[config.mk]
export PLATFORM = sky130hd
export DESIGN_NAME = fpu_arbiter_flat
export DESIGN_NICKNAME = d
export VERILOG_FILES = /design/src/rtl/fpu_arbiter_if.sv /design/src/rtl/fpu_arbiter.sv /design/src/flat_wrapper.sv
export SDC_FILE = /design/constraint.sdc
export NUM_CORES = 1
export LEC_CHECK = 0
export CORE_AREA = 4 4 414 416
export CTS_BUF_LIST = sky130_fd_sc_hd__clkbuf_8
export DETAILED_ROUTE_END_ITERATION = 8
export DIE_AREA = 0 0 418 420
export SLEW_MARGIN = 25
export SYNTH_ARGS = -nofsm -noshare
export SYNTH_HDL_FRONTEND = slang
export SYNTH_SLANG_ARGS = --single-unit
[constraint.sdc]
create_clock -name clk -period 2 [get_ports clk]
set_input_delay 0.4 -clock clk [delete_from_list [all_inputs] [get_ports clk]]
set_output_delay 0.4 -clock clk [all_outputs]
set_load 0.05 [all_outputs]
[src/rtl/fpu_arbiter_if.sv]
// Client and fpu_top side signals of fpu_arbiter. The slave modport is the arbiter's view.
// With FPU_ARB_PRIO_EN defined, a per-requester priority input is added.
interface fpu_arbiter_if #(
   parameter int BIT_WIDTH = 128,
   parameter int NUM_REQ   = 2
);
   logic [NUM_REQ-1:0]           i_req_valid;
   logic [NUM_REQ-1:0]           o_req_ready;
   logic [3*NUM_REQ-1:0]         i_req_mode;
   logic [2*NUM_REQ-1:0]         i_req_op;
   logic [BIT_WIDTH*NUM_REQ-1:0] i_req_a;
   logic [BIT_WIDTH*NUM_REQ-1:0] i_req_b;
`ifdef FPU_ARB_PRIO_EN
   logic [NUM_REQ-1:0]           i_req_prio;
`endif
   logic [NUM_REQ-1:0]           o_rsp_valid;
   logic [NUM_REQ-1:0]           i_rsp_ready;
   logic [BIT_WIDTH-1:0]         o_rsp_data;
   logic [4:0]                   o_rsp_exc;
   logic                         o_fpu_valid;
   logic [2:0]                   o_fpu_mode;
   logic [1:0]                   o_fpu_op;
   logic [BIT_WIDTH-1:0]         o_fpu_a;
   logic [BIT_WIDTH-1:0]         o_fpu_b;
   logic [BIT_WIDTH-1:0]         i_fpu_out;
   logic [4:0]                   i_fpu_exc;
   logic                         o_busy;

   modport slave (
`ifdef FPU_ARB_PRIO_EN
      input  i_req_prio,
`endif
      input  i_req_valid, i_req_mode, i_req_op, i_req_a, i_req_b, i_rsp_ready,
      input  i_fpu_out, i_fpu_exc,
      output o_req_ready, o_rsp_valid, o_rsp_data, o_rsp_exc,
      output o_fpu_valid, o_fpu_mode, o_fpu_op, o_fpu_a, o_fpu_b, o_busy
   );

   modport master (
`ifdef FPU_ARB_PRIO_EN
      output i_req_prio,
`endif
      output i_req_valid, i_req_mode, i_req_op, i_req_a, i_req_b, i_rsp_ready,
      output i_fpu_out, i_fpu_exc,
      input  o_req_ready, o_rsp_valid, o_rsp_data, o_rsp_exc,
      input  o_fpu_valid, o_fpu_mode, o_fpu_op, o_fpu_a, o_fpu_b, o_busy
   );
endinterface

[src/rtl/fpu_arbiter.sv]
// Round-robin arbiter sharing one fpu_top among NUM_REQ requesters, one op in flight.
// Optional FPU_ARB_PRIO_EN: prio=1 requests win over prio=0, round-robin within each class.
module fpu_arbiter #(
   parameter int BIT_WIDTH   = 128,
   parameter int NUM_REQ     = 2,
   parameter int FPU_LATENCY = 1
) (
   input  logic         clk,
   input  logic         rst_n,
   fpu_arbiter_if.slave bus
);
   localparam logic [1:0] S_IDLE  = 2'd0;
   localparam logic [1:0] S_ISSUE = 2'd1;
   localparam logic [1:0] S_WAIT  = 2'd2;
   localparam logic [1:0] S_RESP  = 2'd3;

   localparam int PW = (NUM_REQ > 1) ? $clog2(NUM_REQ) : 1;
   localparam int CW = (FPU_LATENCY > 1) ? $clog2(FPU_LATENCY) : 1;
   localparam logic [PW-1:0] LAST = PW'(NUM_REQ - 1);

   typedef struct packed {
      logic [2:0]           mode;
      logic [1:0]           op;
      logic [BIT_WIDTH-1:0] a;
      logic [BIT_WIDTH-1:0] b;
   } issue_t;

   logic [1:0]           state_q, state_d;
   logic [PW-1:0]        ptr_q, ptr_d;
   logic [PW-1:0]        gnt_q, gnt_d;
   logic [CW-1:0]        cnt_q, cnt_d;
   issue_t               iss_q, iss_d;
   logic [NUM_REQ-1:0]   rsp_valid_q, rsp_valid_d;
   logic [BIT_WIDTH-1:0] rsp_data_q, rsp_data_d;
   logic [4:0]           rsp_exc_q, rsp_exc_d;

   logic [NUM_REQ-1:0]   cand;
   logic [NUM_REQ-1:0]   req_ready;
   logic [PW-1:0]        sel;
   logic                 sel_ok;
   logic [PW:0]          idx;

   // Scan from the farthest offset down so the last hit is the one nearest the pointer.
   always_comb begin
      cand = bus.i_req_valid;
`ifdef FPU_ARB_PRIO_EN
      if (|(bus.i_req_valid & bus.i_req_prio))
         cand = bus.i_req_valid & bus.i_req_prio;
`endif
      sel    = ptr_q;
      sel_ok = 1'b0;
      idx    = '0;
      for (int k = NUM_REQ - 1; k >= 0; k--) begin
         idx = {1'b0, ptr_q} + (PW+1)'(k);
         if (idx >= (PW+1)'(NUM_REQ))
            idx = idx - (PW+1)'(NUM_REQ);
         if (cand[idx[PW-1:0]]) begin
            sel    = idx[PW-1:0];
            sel_ok = 1'b1;
         end
      end
   end

   always_comb begin
      state_d     = state_q;
      ptr_d       = ptr_q;
      gnt_d       = gnt_q;
      cnt_d       = cnt_q;
      iss_d       = iss_q;
      rsp_valid_d = rsp_valid_q;
      rsp_data_d  = rsp_data_q;
      rsp_exc_d   = rsp_exc_q;
      req_ready   = '0;
      case (state_q)
         S_IDLE: begin
            if (sel_ok) begin
               req_ready[sel] = 1'b1;
               gnt_d          = sel;
               iss_d.mode     = bus.i_req_mode[sel*3 +: 3];
               iss_d.op       = bus.i_req_op[sel*2 +: 2];
               iss_d.a        = bus.i_req_a[sel*BIT_WIDTH +: BIT_WIDTH];
               iss_d.b        = bus.i_req_b[sel*BIT_WIDTH +: BIT_WIDTH];
               state_d        = S_ISSUE;
            end
         end
         S_ISSUE: begin
            cnt_d   = CW'(FPU_LATENCY - 1);
            state_d = S_WAIT;
         end
         S_WAIT: begin
            if (cnt_q == '0) begin
               rsp_data_d         = bus.i_fpu_out;
               rsp_exc_d          = bus.i_fpu_exc;
               rsp_valid_d[gnt_q] = 1'b1;
               state_d            = S_RESP;
            end else begin
               cnt_d = cnt_q - CW'(1);
            end
         end
         S_RESP: begin
            // Only the granted requester's ready matters; others are ignored.
            if (bus.i_rsp_ready[gnt_q]) begin
               rsp_valid_d = '0;
               ptr_d       = (gnt_q == LAST) ? '0 : gnt_q + PW'(1);
               state_d     = S_IDLE;
            end
         end
         default: state_d = S_IDLE;
      endcase
   end

   always_ff @(posedge clk or negedge rst_n) begin
      if (!rst_n) begin
         state_q     <= S_IDLE;
         ptr_q       <= '0;
         gnt_q       <= '0;
         cnt_q       <= '0;
         iss_q       <= '0;
         rsp_valid_q <= '0;
         rsp_data_q  <= '0;
         rsp_exc_q   <= '0;
      end else begin
         state_q     <= state_d;
         ptr_q       <= ptr_d;
         gnt_q       <= gnt_d;
         cnt_q       <= cnt_d;
         iss_q       <= iss_d;
         rsp_valid_q <= rsp_valid_d;
         rsp_data_q  <= rsp_data_d;
         rsp_exc_q   <= rsp_exc_d;
      end
   end

   assign bus.o_req_ready = req_ready;
   assign bus.o_rsp_valid = rsp_valid_q;
   assign bus.o_rsp_data  = rsp_data_q;
   assign bus.o_rsp_exc   = rsp_exc_q;
   assign bus.o_fpu_valid = (state_q == S_ISSUE);
   assign bus.o_fpu_mode  = iss_q.mode;
   assign bus.o_fpu_op    = iss_q.op;
   assign bus.o_fpu_a     = iss_q.a;
   assign bus.o_fpu_b     = iss_q.b;
   assign bus.o_busy      = (state_q != S_IDLE);
endmodule

[src/flat_wrapper.sv]
// flat-port wrapper written by rule: the top's interface ports become plain ports
module fpu_arbiter_flat 
#(
   parameter int BIT_WIDTH   = 128,
   parameter int NUM_REQ     = 2,
   parameter int FPU_LATENCY = 1
)
  (clk, rst_n, bus_i_req_valid, bus_i_req_mode, bus_i_req_op, bus_i_req_a, bus_i_req_b, bus_i_rsp_ready, bus_i_fpu_out, bus_i_fpu_exc, bus_o_req_ready, bus_o_rsp_valid, bus_o_rsp_data, bus_o_rsp_exc, bus_o_fpu_valid, bus_o_fpu_mode, bus_o_fpu_op, bus_o_fpu_a, bus_o_fpu_b, bus_o_busy);
  fpu_arbiter_if #(.BIT_WIDTH(BIT_WIDTH), .NUM_REQ(NUM_REQ)) bus_i ();
  input  logic clk;
  input  logic rst_n;
  input wire logic [$bits(bus_i.i_req_valid)-1:0] bus_i_req_valid;
  input wire logic [$bits(bus_i.i_req_mode)-1:0] bus_i_req_mode;
  input wire logic [$bits(bus_i.i_req_op)-1:0] bus_i_req_op;
  input wire logic [$bits(bus_i.i_req_a)-1:0] bus_i_req_a;
  input wire logic [$bits(bus_i.i_req_b)-1:0] bus_i_req_b;
  input wire logic [$bits(bus_i.i_rsp_ready)-1:0] bus_i_rsp_ready;
  input wire logic [$bits(bus_i.i_fpu_out)-1:0] bus_i_fpu_out;
  input wire logic [$bits(bus_i.i_fpu_exc)-1:0] bus_i_fpu_exc;
  output wire logic [$bits(bus_i.o_req_ready)-1:0] bus_o_req_ready;
  output wire logic [$bits(bus_i.o_rsp_valid)-1:0] bus_o_rsp_valid;
  output wire logic [$bits(bus_i.o_rsp_data)-1:0] bus_o_rsp_data;
  output wire logic [$bits(bus_i.o_rsp_exc)-1:0] bus_o_rsp_exc;
  output wire logic [$bits(bus_i.o_fpu_valid)-1:0] bus_o_fpu_valid;
  output wire logic [$bits(bus_i.o_fpu_mode)-1:0] bus_o_fpu_mode;
  output wire logic [$bits(bus_i.o_fpu_op)-1:0] bus_o_fpu_op;
  output wire logic [$bits(bus_i.o_fpu_a)-1:0] bus_o_fpu_a;
  output wire logic [$bits(bus_i.o_fpu_b)-1:0] bus_o_fpu_b;
  output wire logic [$bits(bus_i.o_busy)-1:0] bus_o_busy;
  assign bus_i.i_req_valid = bus_i_req_valid;
  assign bus_i.i_req_mode = bus_i_req_mode;
  assign bus_i.i_req_op = bus_i_req_op;
  assign bus_i.i_req_a = bus_i_req_a;
  assign bus_i.i_req_b = bus_i_req_b;
  assign bus_i.i_rsp_ready = bus_i_rsp_ready;
  assign bus_i.i_fpu_out = bus_i_fpu_out;
  assign bus_i.i_fpu_exc = bus_i_fpu_exc;
  assign bus_o_req_ready = bus_i.o_req_ready;
  assign bus_o_rsp_valid = bus_i.o_rsp_valid;
  assign bus_o_rsp_data = bus_i.o_rsp_data;
  assign bus_o_rsp_exc = bus_i.o_rsp_exc;
  assign bus_o_fpu_valid = bus_i.o_fpu_valid;
  assign bus_o_fpu_mode = bus_i.o_fpu_mode;
  assign bus_o_fpu_op = bus_i.o_fpu_op;
  assign bus_o_fpu_a = bus_i.o_fpu_a;
  assign bus_o_fpu_b = bus_i.o_fpu_b;
  assign bus_o_busy = bus_i.o_busy;
  fpu_arbiter #(.BIT_WIDTH(BIT_WIDTH), .NUM_REQ(NUM_REQ), .FPU_LATENCY(FPU_LATENCY)) u_core (.clk(clk), .rst_n(rst_n), .bus(bus_i));
endmodule
==> flow_metrics.env <==
export IMPL_arrival_ns=2.05
export IMPL_start_util_pct=11.8
export IMPL_rr_worst_depth=5
export IMPL_cp_startpoint="u_core.ptr_q"
export IMPL_crit_buf_inv=3
export IMPL_grt_antenna_before_repair=17
export IMPL_cts_tree="yes"
export IMPL_clkLatencyLatePin_ns=0.80
export IMPL_async_flop_share_pct=100
export IMPL_grt_max_degree=97
export IMPL_syn_inst=1885
export IMPL_highest_layer="met5"
export IMPL_root_buffer="clkbuf_8"
export IMPL_endpoint_kind="output pin"
export IMPL_avgRoutedWirePerCell_um=25.1
export IMPL_htreeDepth=3
export IMPL_crit_top_cell="buf_12"
export IMPL_drt_wl_total_mm=130
export IMPL_port_buffers=1060
export IMPL_route_met2_wl_mm=62.1
export IMPL_p_leak_nw=13.9
export IMPL_maxCapViolCount=0
export IMPL_p_per_area_nw_per_um2=1800
export IMPL_dp_slack_ns=0.0687
export IMPL_ys_top_cells_by_area="dfrtp_1 51%, o2111ai_1 23%, mux2_2 7.6%"
export IMPL_gp_congestion=0.928
export IMPL_cp_depth=5
export IMPL_p_int_mw=27.7
export IMPL_drt_iter0_drc=2292
export IMPL_wl_met1_mm=48.5
export IMPL_violations="negative setup slack"
export IMPL_critPathTopFamily="flip-flops"
export IMPL_status="finished, violations left"
export IMPL_pwr_share_seq_pct=24.7
export IMPL_synth_xor_area_share_pct=0
export IMPL_synth_area_leader_cell="dfrtp_1"
export IMPL_whs_ns=0.181
export IMPL_min_path_type="in -> reg"
export IMPL_finalHoldViolCount=0
export IMPL_setup_viol=4
export IMPL_core_area_um2=167000
export IMPL_p_sw_share_pct=55.1
export IMPL_cp_required_ns=1.60
export IMPL_path_cells="inv_8 > maj3_2 > nor2_4 > buf_12 > buf_12"
export IMPL_ys_ff_latch=400
export IMPL_power_mw=61.6
export IMPL_yosys_area_top_type_share_pct=50.5
export IMPL_crit_type="reg -> out"
export IMPL_cp_start_kind="flip-flop"
export IMPL_synth_edf_count=0
export IMPL_max_slew_margin_rel_pct=48.8
export IMPL_peakVddDrop_uv=815
export IMPL_synth_commonest_cells="522 x o2111ai_1, 400 x dfrtp_1, 266 x nand2_1"
export IMPL_power_frac_clock_pct=13.6
export IMPL_final_nets=3566
export IMPL_drive_gt1_share_pct=27.9
export IMPL_crit_fanout=3
export IMPL_synth_simple_area_share_pct=11.7
export IMPL_grt_pass1_wl_mm=173
export IMPL_synth_most_common_cell="o2111ai_1"
export IMPL_r2r_setup_slack_ns=0.06
export IMPL_synthMuxAreaShare_pct=7.67
export IMPL_cts_sinks=400
export IMPL_critPathMaxStageDelay_ns=0.48
export IMPL_dieArea_um2=176000
export IMPL_timing_rr_start="u_core.ptr_q"
export IMPL_rsz0062_at_grt="true"
export IMPL_via_count=22233
export IMPL_seq_area_frac_synth_pct=50.5
export IMPL_met3WireLength_mm=15.0
export IMPL_timing_fmax_mhz=407
export IMPL_fin_util_pct=20.5
export IMPL_hpwl_mm=99.4
export IMPL_globalRouteTotalUtil_pct=13.7
export IMPL_viasPerCell=4.30
export IMPL_synth_adder_area_share_pct=0.303
export IMPL_hp_start="bus_i_req_b[150]"
export IMPL_num_rows=150
export IMPL_drc=0
export IMPL_power_switching_mw=33.9
export IMPL_syn_nets=2550
export IMPL_endpoint="bus_o_req_ready[1]"
export IMPL_synth_compound_area_share_pct=23.4
export IMPL_regToRegEndpoint="u_core.bus.o_fpu_b[28]"
export IMPL_first_pass_iters=5
export IMPL_tightest_slew_ns=0.768
export IMPL_finClkSkew_ns=0.0340
export IMPL_syn_to_final_growth_pct=73.1
export IMPL_avgSynthCellArea_um2=10.5
export IMPL_grt_overflow=0
export IMPL_synth_distinct_cells=22
export IMPL_combPwrFrac_pct=61.6
export IMPL_fin_ws_ns=-0.454
export IMPL_die_w_um=418
export IMPL_numCtsBuffers=78
export IMPL_ant_nets=0
export IMPL_crit_slowest_cell="dfrtp_4"
export IMPL_io_pins=1061
export IMPL_yosysWarnings=0
export IMPL_period_minus_slack_ns=2.45
export IMPL_synthesis_area_um2=19800
export IMPL_min_period_over_period_pct=123
export IMPL_cts_max_path_buffers=3
export IMPL_clk_pin_slew_worst_paths_ns=0.06
export IMPL_synth_top_family_by_area="compound AO/OA/AOI/OAI gates"
export IMPL_synth_ff_type="dfrtp_1"
export IMPL_report_final_slew_viol_count=0
export IMPL_dieHeight_um=420
export IMPL_grt_pass1_vias=21741
==> metrics by stage <==
step                      TNS [ns]  instances  instance area (um^2)
after global routing         -1.74       5166                 34300
after global placement           0       5006                 33000
final                        -1.09       5166                 34300
after detailed placement         0       5006                 33000
after floorplan            -0.0206       1885                 19800
after CTS                    -2.04       5157                 34200
==> routing by layer <==
metal  up-vias  track usage [%]
met2      1246             22.2
li1       9577                -
met5         -                0
met3       216             6.15
met4         6             4.80
met1     11188             16.1
==> cells in the final DEF, fill, tap and decap left out, types with 31 or more instances in the layout <==
cell type        synthesis  final
buf_4                    4    280
buf_6                    0     57
dfrtp_1                400    379
nand2_1                266    266
buf_2                  151    158
inv_1                    5     31
mux2_2                 133    133
clkbuf_8                 0     93
o2111ai_1              522    522
clkdlybuf4s50_1          0    657
nand3_1                261    261
buf_12                   0     45
==> worst min-delay path, cell delays in order <==
cell,delay [ns]
clkdlybuf4s50_1,0.40
o2111ai_1,0.07
nand3_1,0.07
==> cell families after synthesis <==
kind of cell / Yosys count
buffers and inverters: 283
and+or+nand+nor: 528
muxes: 135
AOI/OAI and AO/OA: 534
adders and majority gates: 5
DFF: 400
==> final cells by class <==
cell class | count | area (um^2)
Fill cell | 18326 | 133000
Timing Repair Buffer | 1212 | 11300
Sequential cell | 400 | 10000
Multi-Input combinational cell | 1202 | 8600
Tap cell | 2204 | 2760
Clock buffer | 93 | 1280
Clock inverter | 41 | 239
Inverter | 7 | 51.3
Antenna cell | 7 | 17.5
==> repair_timing <==
item,4_1_cts,5_1_grt
endpoints found under the setup margin,223,98
pin swaps,4,3
buffers inserted,13,2
endpoints found under the hold margin,233,0
hold buffers,3,0
cloned,1,2
resized for setup,914,9
==> power groups by stage <==
| stage | clock network (mW) | logic, mW | registers (mW) |
|---|---|---|---|
| finish | 8.38 | 38.0 | 15.2 |
| global route | 9.08 | 39.9 | 15.6 |
| CTS | 8.77 | 38.2 | 15.2 |
| detailed placement | 0 | 38.8 | 15.1 |
| global placement | 0 | 38.6 | 15.0 |
| floorplan | 0 | 9.55 | 27.8 |
==> worst min-delay path by stage <==
| stage | to | slack [ns] | cells past startpoint |
|---|---|---|---|
| 2_1_floorplan | u_core.bus.o_fpu_a[0] | 0.10 | 0 |
| 3_3_place_gp | u_core.bus.o_fpu_a[31] | 0.43 | 1 |
| 3_5_place_dp | u_core.bus.o_fpu_a[31] | 0.43 | 1 |
| 4_1_cts | u_core.state_q[0] | 0.01 | 4 |
| 5_1_grt | u_core.bus.o_fpu_b[29] | 0.09 | 3 |
| 6_report | u_core.bus.o_fpu_b[22] | 0.18 | 3 |
==> registers in the layout, indices dropped and copies added, names as in the netlist <==
| signal | cells |
|---|---|
| u_core.bus.o_fpu_a | 128 |
| u_core.bus.o_fpu_b | 128 |
| u_core.bus.o_rsp_data | 128 |
| u_core.bus.o_rsp_exc | 5 |
| u_core.bus.o_fpu_mode | 3 |
| u_core.bus.o_fpu_op | 2 |
| u_core.bus.o_rsp_valid | 2 |
| u_core.state_q | 2 |
| u_core.gnt_q | 1 |
| u_core.ptr_q | 1 |
No activity file was read; power rests on OpenSTA's default activity.
